**src/rtl/seq_pkg.sv**
```systemverilog
// Shared types, constants and pattern helpers for the bus sequencer.
// Pure declarations only: no state, no latency, no flow control.
package seq_pkg;

  localparam int SEQ_W = 6;

  typedef enum logic [1:0] {
    COUNT = 2'd0,
    WALK1 = 2'd1,
    LFSR  = 2'd2,
    GRAY  = 2'd3
  } mode_t;

  typedef enum logic [1:0] {
    IDLE = 2'd0,
    RUN  = 2'd1,
    DONE = 2'd2
  } state_t;

  // x^6+x^5+1 vector generator and x^5+x^3+1 response compactor
  localparam logic [SEQ_W-1:0] LFSR_SEED = 6'b000001;
  localparam int LFSR_TAP_HI = 5;
  localparam int LFSR_TAP_LO = 4;
  localparam int MISR_TAP_HI = 4;
  localparam int MISR_TAP_LO = 2;

  function automatic logic [SEQ_W-1:0] gray_of(input logic [SEQ_W-1:0] k);
    return k ^ (k >> 1);
  endfunction

  function automatic logic [SEQ_W-1:0] lfsr_next(input logic [SEQ_W-1:0] v);
    return {v[SEQ_W-2:0], v[LFSR_TAP_HI] ^ v[LFSR_TAP_LO]};
  endfunction

endpackage

```
**src/rtl/seq_misr.sv**
```systemverilog
// Response signature register, present only when SEQ_MISR_EN is defined.
// Updates one cycle after each enabled sample; clear wins over enable; no backpressure.
`ifdef SEQ_MISR_EN
module seq_misr
  import seq_pkg::*;
#(
  parameter int RESP_W = 5
) (
  input  logic              clk,
  input  logic              reset,
  input  logic              clear,
  input  logic              enable,
  input  logic [RESP_W-1:0] outBus,
  output logic [RESP_W-1:0] signature
);

  always_ff @(posedge clk or negedge reset) begin
    if (!reset) begin
      signature <= '0;
    end else if (clear) begin
      signature <= '0;
    end else if (enable) begin
      signature <= {signature[RESP_W-2:0],
                    signature[MISR_TAP_HI] ^ signature[MISR_TAP_LO]} ^ outBus;
    end
  end

endmodule
`endif

```
**src/rtl/bus_sequencer.sv**
```systemverilog
// Start/done-controlled vector sweep engine feeding Connector's inpBus; optional MISR via SEQ_MISR_EN.
// Vector 0 appears one cycle after start; hold stalls vector, index and remaining count in place.
module bus_sequencer
  import seq_pkg::*;
#(
  parameter int IN_W  = SEQ_W,
  parameter int LEN_W = 7
`ifdef SEQ_MISR_EN
  ,
  parameter int RESP_W = 5
`endif
) (
  input  logic              clk,
  input  logic              reset,
  input  logic              start,
  input  logic [1:0]        mode,
  input  logic [LEN_W-1:0]  len,
  input  logic              hold,
`ifdef SEQ_MISR_EN
  input  logic [RESP_W-1:0] outBus,
  output logic [RESP_W-1:0] signature,
`endif
  output logic [IN_W-1:0]   inpBus,
  output logic              valid,
  output logic              busy,
  output logic              done
);

  // remaining count is "vectors still to come after the one on the bus"
  localparam logic [LEN_W-1:0] FULL_SWEEP_M1 = LEN_W'((2 ** IN_W) - 1);

  state_t            stateQ, stateNext;
  mode_t             modeQ;
  logic [IN_W-1:0]   idxQ, idxNext;
  logic [IN_W-1:0]   lfsrQ, lfsrNext;
  logic [LEN_W-1:0]  remQ;
  logic              startTake, advance;

  function automatic logic [IN_W-1:0] vecOf(input mode_t m,
                                             input logic [IN_W-1:0] k,
                                             input logic [IN_W-1:0] l);
    logic [IN_W-1:0] v;
    v = k;
    case (m)
      COUNT:   v = k;
      WALK1:   v = IN_W'(1) << (k % IN_W);
      LFSR:    v = l;
      default: v = gray_of(k);
    endcase
    return v;
  endfunction

  assign startTake = (stateQ == IDLE) && start;
  assign advance   = (stateQ == RUN) && !hold && (remQ != '0);
  assign idxNext   = idxQ + IN_W'(1);
  assign lfsrNext  = lfsr_next(lfsrQ);

  always_ff @(posedge clk or negedge reset) begin
    if (!reset) begin
      stateQ <= IDLE;
    end else begin
      stateQ <= stateNext;
    end
  end

  always_comb begin
    stateNext = stateQ;
    case (stateQ)
      IDLE:    if (start) stateNext = RUN;
      RUN:     if (!hold && (remQ == '0)) stateNext = DONE;
      DONE:    stateNext = IDLE;
      default: stateNext = IDLE;
    endcase
  end

  always_comb begin
    valid = (stateQ == RUN);
    busy  = (stateQ != IDLE);
    done  = (stateQ == DONE);
  end

  always_ff @(posedge clk or negedge reset) begin
    if (!reset) begin
      modeQ  <= COUNT;
      idxQ   <= '0;
      lfsrQ  <= '0;
      remQ   <= '0;
      inpBus <= '0;
    end else if (startTake) begin
      modeQ  <= mode_t'(mode);
      idxQ   <= '0;
      lfsrQ  <= LFSR_SEED;
      remQ   <= (len == '0) ? FULL_SWEEP_M1 : len - LEN_W'(1);
      inpBus <= vecOf(mode_t'(mode), '0, LFSR_SEED);
    end else if (advance) begin
      idxQ   <= idxNext;
      lfsrQ  <= lfsrNext;
      remQ   <= remQ - LEN_W'(1);
      inpBus <= vecOf(modeQ, idxNext, lfsrNext);
    end
  end

`ifdef SEQ_MISR_EN
  seq_misr #(
    .RESP_W(RESP_W)
  ) uMisr (
    .clk      (clk),
    .reset    (reset),
    .clear    (startTake),
    .enable   ((stateQ == RUN) && !hold),
    .outBus   (outBus),
    .signature(signature)
  );
`endif

endmodule

```
**config.mk**
```make
export PLATFORM = sky130hd
export DESIGN_NAME = bus_sequencer
export DESIGN_NICKNAME = d
export VERILOG_FILES = /design/src/rtl/seq_pkg.sv /design/src/rtl/seq_misr.sv /design/src/rtl/bus_sequencer.sv
export SDC_FILE = /design/constraint.sdc
export NUM_CORES = 1
export LEC_CHECK = 0
export CORE_ASPECT_RATIO = 0.6
export CORE_UTILIZATION = 54
export DETAILED_ROUTE_END_ITERATION = 8
export PLACE_DENSITY = 0.89
export SYNTH_ARGS = -nofsm -noshare
export SYNTH_HDL_FRONTEND = slang
export SYNTH_SLANG_ARGS = --single-unit
```
**constraint.sdc**
```tcl
create_clock -name clk -period 4.4 [get_ports clk]
set_input_delay 0.44 -clock clk [delete_from_list [all_inputs] [get_ports clk]]
set_output_delay 0.44 -clock clk [all_outputs]
set_load 0.1 [all_outputs]
```
# Word level (Yosys, flattened, before mapping)
# Index checks and enable logic that the tools add are counted.
[op_classes]
shift = 1
eq_ne = 8
n_lt_le_gt_ge = 0
n_addsub = 3
n_reduce_logical = 14
div = 1
mux = 14
bitwise_logic = 2
mul = 0
[op_table]
columns = ["operator", "count"]
rows = [
  ["$mux W6", 6],
  ["$mod A6 B3 Y32 const B", 1],
  ["$shl A1 B32 Y6 const A", 1],
  ["$mux W7", 3],
  ["$pmux W6 S3", 1],
  ["$logic_not A7 Y1", 2],
  ["$sub A7 B1 Y7 const B", 2],
  ["$reduce_bool A7 Y1", 1],
  ["$add A6 B1 Y6 const B", 1],
  ["$eq A2 B1 Y1 const B", 3],
  ["$eq A2 B2 Y1 const B", 3],
  ["$xor A6 B5 Y6", 1],
  ["$logic_and A1 B1 Y1", 4],
  ["$logic_not A2 Y1", 2],
  ["$mux W2", 2],
  ["$pmux W2 S2", 1],
  ["$reduce_bool A2 Y1", 2],
  ["$ne A2 B1 Y1 const B", 1],
  ["$ne A2 B2 Y1 const B", 1],
  ["$reduce_and A2 Y1", 1],
  ["$reduce_or A2 Y1", 1],
  ["$logic_not A1 Y1", 1],
  ["$mux W1", 1],
  ["$xor A1 B1 Y1", 1],
]
[totals]
mem_count = 0
wordCells = 49
in_bits = 13
mem_bits_rw = 0
latchBits = 0
ff_bits = 29
rom_bits = 0
out_inout_bits = 9

# Depth between registers and ports, before layout
# Gate-level depths: netlist of run 1.
[logic_depth]
depth_word = 6
depth_mapped = 21
ltp_nobuf = 19

# Least setup slack after synthesis of run 1
# No wires, ideal clock.
[synth_path]
kind = "flip-flop to flip-flop"
startpoint = "reg idxQ[0]"
endpoint = "reg inpBus[1]"
setup_time_ps = 104
required_time_ps = 4296
path_buffers = 2
path_stages_with_launch = 20
period_less_slack_ps = 4429
slack_ps = -29
arrival_time_ps = 4325
cell_sequence = "dfrtp_1 > ha_1 > nand3_4 > xor2_4 > inv_2 > buf_6 > ha_1 > clkbuf_1 > nor2b_1 > nand2_1 > o32ai_4 > a221oi_4 > a211oi_2 > a21o_1 > nand2_2 > ha_1 > a2111oi_0 > o21a_1 > o2111ai_4 > o41ai_2"
[synth_between]
elab_chain_len = 6
word_cells_on_any_way = 7
classes_between = "add/sub (1); div (1); shift (1); mux (3); bitwise (1)"
[synth_rtl]
columns = ["item", "line", "text"]
rows = [
  ["start, declared", "bus_sequencer.sv:34", "logic [IN_W-1:0] idxQ, idxNext;"],
  ["start signal, assigned", "bus_sequencer.sv:96", "idxQ <= idxNext;"],
  ["$add A6 B1 Y6 (*)", "bus_sequencer.sv:55", "assign idxNext = idxQ + IN_W'(1);"],
  ["$mod A6 B3 Y32", "bus_sequencer.sv:46", "WALK1: v = IN_W'(1) << (k % IN_W);"],
  ["$shl A1 B32 Y6", "bus_sequencer.sv:46", ""],
  ["$pmux W6 S3 (*)", "bus_sequencer.sv:44", "case (m)"],
  ["$mux W6 (*)", "bus_sequencer.sv:95", "end else if (advance) begin"],
  ["$mux W6 (*)", "bus_sequencer.sv:89", "end else if (startTake) begin"],
  ["end signal, assigned", "bus_sequencer.sv:94", "inpBus <= vecOf(mode_t'(mode), '0, LFSR_SEED);"],
  ["end signal, assigned", "bus_sequencer.sv:99", "inpBus <= vecOf(modeQ, idxNext, lfsrNext);"],
  ["end, declared", "bus_sequencer.sv:23", "output logic [IN_W-1:0] inpBus,"],
]
# Mark *: on every way between the ends. The rest lies on a longest branch, timed or not. The select of a mux whose other input is x is not followed.
# A chain may end at the register's enable or synchronous reset.

# Worst setup path in the final report of run 1
[layout_path]
startpoint = "reg idxQ[2]"
endpoint = "reg inpBus[5]"
# The elaborated chain is that of the path after synthesis.

==> results of run 1 <==
## Yosys cell counts, types with 4 or more instances
library cell / instances
nor2b_1: 5
dfrtp_1: 29
nor3_1: 9
o22ai_1: 4
nand3_1: 13
clkbuf_1: 13
a21oi_1: 13
or3_1: 6
ha_1: 15
nor2_1: 29
nand2_1: 44
o21ai_0: 25
a31oi_1: 10
xnor2_1: 8
xor2_1: 6
nand2b_1: 5
o41ai_2: 4
inv_1: 12
a211oi_1: 5
## final timing paths
kind                       startpoint         to  slack [ns]  depth (start not counted)
setup / recovery              idxQ[2]  inpBus[5]        0.25                         18
hold / removal               lfsrQ[2]   lfsrQ[3]        0.49                          2
setup reg to reg              idxQ[2]  inpBus[5]        0.25                         18
hold reg to reg              lfsrQ[2]   lfsrQ[3]        0.49                          2
max in group asynchronous       reset    idxQ[2]        3.56                          2
min in group asynchronous       reset  inpBus[0]        0.54                          2
## sequential cells by signal, indices dropped and copies added, names as in the netlist
register  flops
remQ          7
modeQ         2
lfsrQ         6
stateQ        2
idxQ          6
inpBus        6
## per-stage QoR
step / hold WS, ns / cell area [µm²]
4_1_cts: 0.4925 / 3316
2_1_floorplan: 0.1444 / 2884
6_report: 0.4914 / 3349
3_3_place_gp: 0.4841 / 3229
5_1_grt: 0.5245 / 3349
3_5_place_dp: 0.4813 / 3229
## routing by layer
metal  track usage (%)  up-vias  part of all wire (%)
met1             47.51     1326                    49
met4             6.303        0                  0.92
met2             41.95      124                    42
met5                 0        -                     0
met3             5.426       14                   8.4
li1                  -     1302                     -
## logic make-up (layout without fill, tap and decap cells)
kind of cell             Yosys count  count (layout)  synth area share (%)
AO/OA/AOI/OAI                    104             104                 29.35
XOR/XNOR                          16              16                 6.166
adder cells (fa/ha/maj)           15              15                 6.513
buffers and inverters             28              57                 3.995
flip-flops                        29              29                 25.18
multiplexers                       7               7                 2.996
AND/OR/NAND/NOR                  140             140                 25.79
## critical path, stage by stage, from the launching register on
cell       delay (ns)
dfrtp_2          0.46
nand3_4          0.17
or3_1            0.41
nand2_1          0.10
ha_1             0.25
nor2b_2          0.19
nand2_1          0.16
o32ai_4          0.20
a221oi_4         0.16
a211oi_4         0.34
o211ai_1         0.19
nand2_2          0.16
ha_2             0.25
nor2_1           0.05
nor2_1           0.08
nor3b_1          0.07
o221ai_2         0.23
o2111ai_4        0.23
o41ai_2          0.34
## power by group through the flow
stage	Combinational, mW	Clock [mW]	Sequential [mW]
2_1_floorplan	1.37	0	0.628
3_3_place_gp	1.88	0	0.514
3_5_place_dp	1.94	0	0.517
4_1_cts	1.94	0.230	0.514
5_1_grt	2.15	0.239	0.541
6_report	2.00	0.226	0.522
## placed cells by master, fill, tap and decap left out, types with 5 or more instances in the layout
cell,Yosys,layout
nor3_1,9,9
a21oi_1,13,13
o21ai_0,25,24
clkbuf_8,0,6
buf_4,0,15
xor2_1,6,5
a31oi_1,10,10
nand2b_1,5,5
nand2_1,44,44
inv_1,12,12
xnor2_1,8,8
nand3_1,13,13
clkdlybuf4s50_1,0,21
or3_1,6,6
a211oi_1,5,5
nor2_1,29,29
dfrtp_1,29,27
ha_1,15,13
## cell type report
cell class / count / area (µm²)
multi-input cells: 282 / 2074
fillers: 439 / 1755
flip-flops and latches: 29 / 728.2
repair buffers: 36 / 322.8
clock buffers: 7 / 86.33
well taps: 66 / 82.58
inverters: 14 / 55.05
## what timing repair did
action	in CTS	in global routing
buffers inserted	0	0
resized for setup	0	11
setup endpoints to repair	0	6
==> results.toml, run 1 <==
[status]
outcome = "finished, final reports clean"

[routing]
drtIter0Drc = 267
drt_pre_antenna_iters = 5
drc_errors = 0
avgViaCountPerCell = 6.373
finalWirelength_um = 7604
avgRoutedWirePerCell_um = 17.52
vias = 2766
ant_nets = 0

[cts]
clock-sinks = 29
clk_path_buf_depth = 2
cts_tree = "yes"
cts_root_buf = "clkbuf_8"
cts_hold_buf = 0
insertion_delay_ns = 0.29
cts_inserted_buffers = 5
htree_levels = 2
clk_pin_slew_worst_paths_ns = 0.06

[logic_synthesis]
synthDistinctLibCells = 73
ys_seq_elements = 29
yosysWarnings = 0
ys.flop_type = "dfrtp_1"
syn_nets = 367
yosysTopAreaCellShare_pct = 25.18
yosysSeqAreaShare_pct = 25.18
synth.top_cells.by_area = "dfrtp_1 (25%), ha_1 (6.5%), nand2_1 (5.7%)"
yosys.area.top_type = "dfrtp_1"
synth_cells = 339
async_flop_share_pct = 100.0
synth.avg_cell_area_um2 = 8.500
netlist_area_um2 = 2882
synth_edf_count = 0

[grt]
grt-ovfl-total = 0
grt_usage_pct = 29.92
grt_pass1_vias = 2488
grt_first_pass_wirelength_um = 12640
grt_max_degree = 30
antenna_found_initial = 0

[timing]
fin_skew_ns = 0.005368
setup_slack_ns = 0.2468
slew_viol_final = 0
period_needed_ns = 4.153
rsz0062_at_grt = "false"
finalCritPeriodShare_pct = 94.39
finalHoldViolations = 0
setup_viol = 0
tns_ns = 0
fmax_mhz = 240.8
relSlewSlack_pct = 32.95
tightest_slew_ns = 1.006

[floorplanning]
die_width_um = 96.31
dieArea_um2 = 5642
core_um2 = 5105
die_h_um = 58.59
start_util_pct = 56.45
fp-row-count = 20
pin_count = 22

[cells_and_area]
postLayoutCoreUtil_pct = 65.61
finalNonFillerCells = 434
diodes = 0
fin_nets = 396
drive_gt1_share_pct = 18.75
area_growth_pct = 16.24

[placement]
pre_cts_ws_ns = 0.07926
dp_hpwl_um = 5777
gp_congestion = 0.9791
place_inst = 427
io_buffers = 21

[job]
maxCapViolCount = 0

[hold_path]
hold_class = "flop to flop"

[power_and_ir_drop]
switching_share_pct = 53.71
power_frac_clock_pct = 8.2
intPower_mw = 1.272
seq_power_share_pct = 19.0
power_switching_mw = 1.476
p_total_mw = 2.747
power_frac_comb_pct = 72.8
irDropWorstVdd_uv = 616.4
leakagePower_nw = 1.347
pwr_density_cell_nw_per_um2 = 820.2

[critical_path]
critical_path_class = "flop to flop"
end_kind = "flop"
crit_fanout = 8
start_kind = "flop"
worstPathRequired_ns = 4.58
arrival_ns = 4.33
No activity file was read; power rests on OpenSTA's default activity.
==> inputs of run 2 (changes only) <==
- SLEW_MARGIN: unset -> 10
==> results of run 2 <==
Same layout as run 1: the final DEF is identical, and so are final timing and power.
==> inputs of run 3 (changes only) <==
- SKIP_CTS_REPAIR_TIMING: unset -> 1
==> results of run 3 <==
Same layout as run 1: the final DEF is identical, and so are final timing and power.
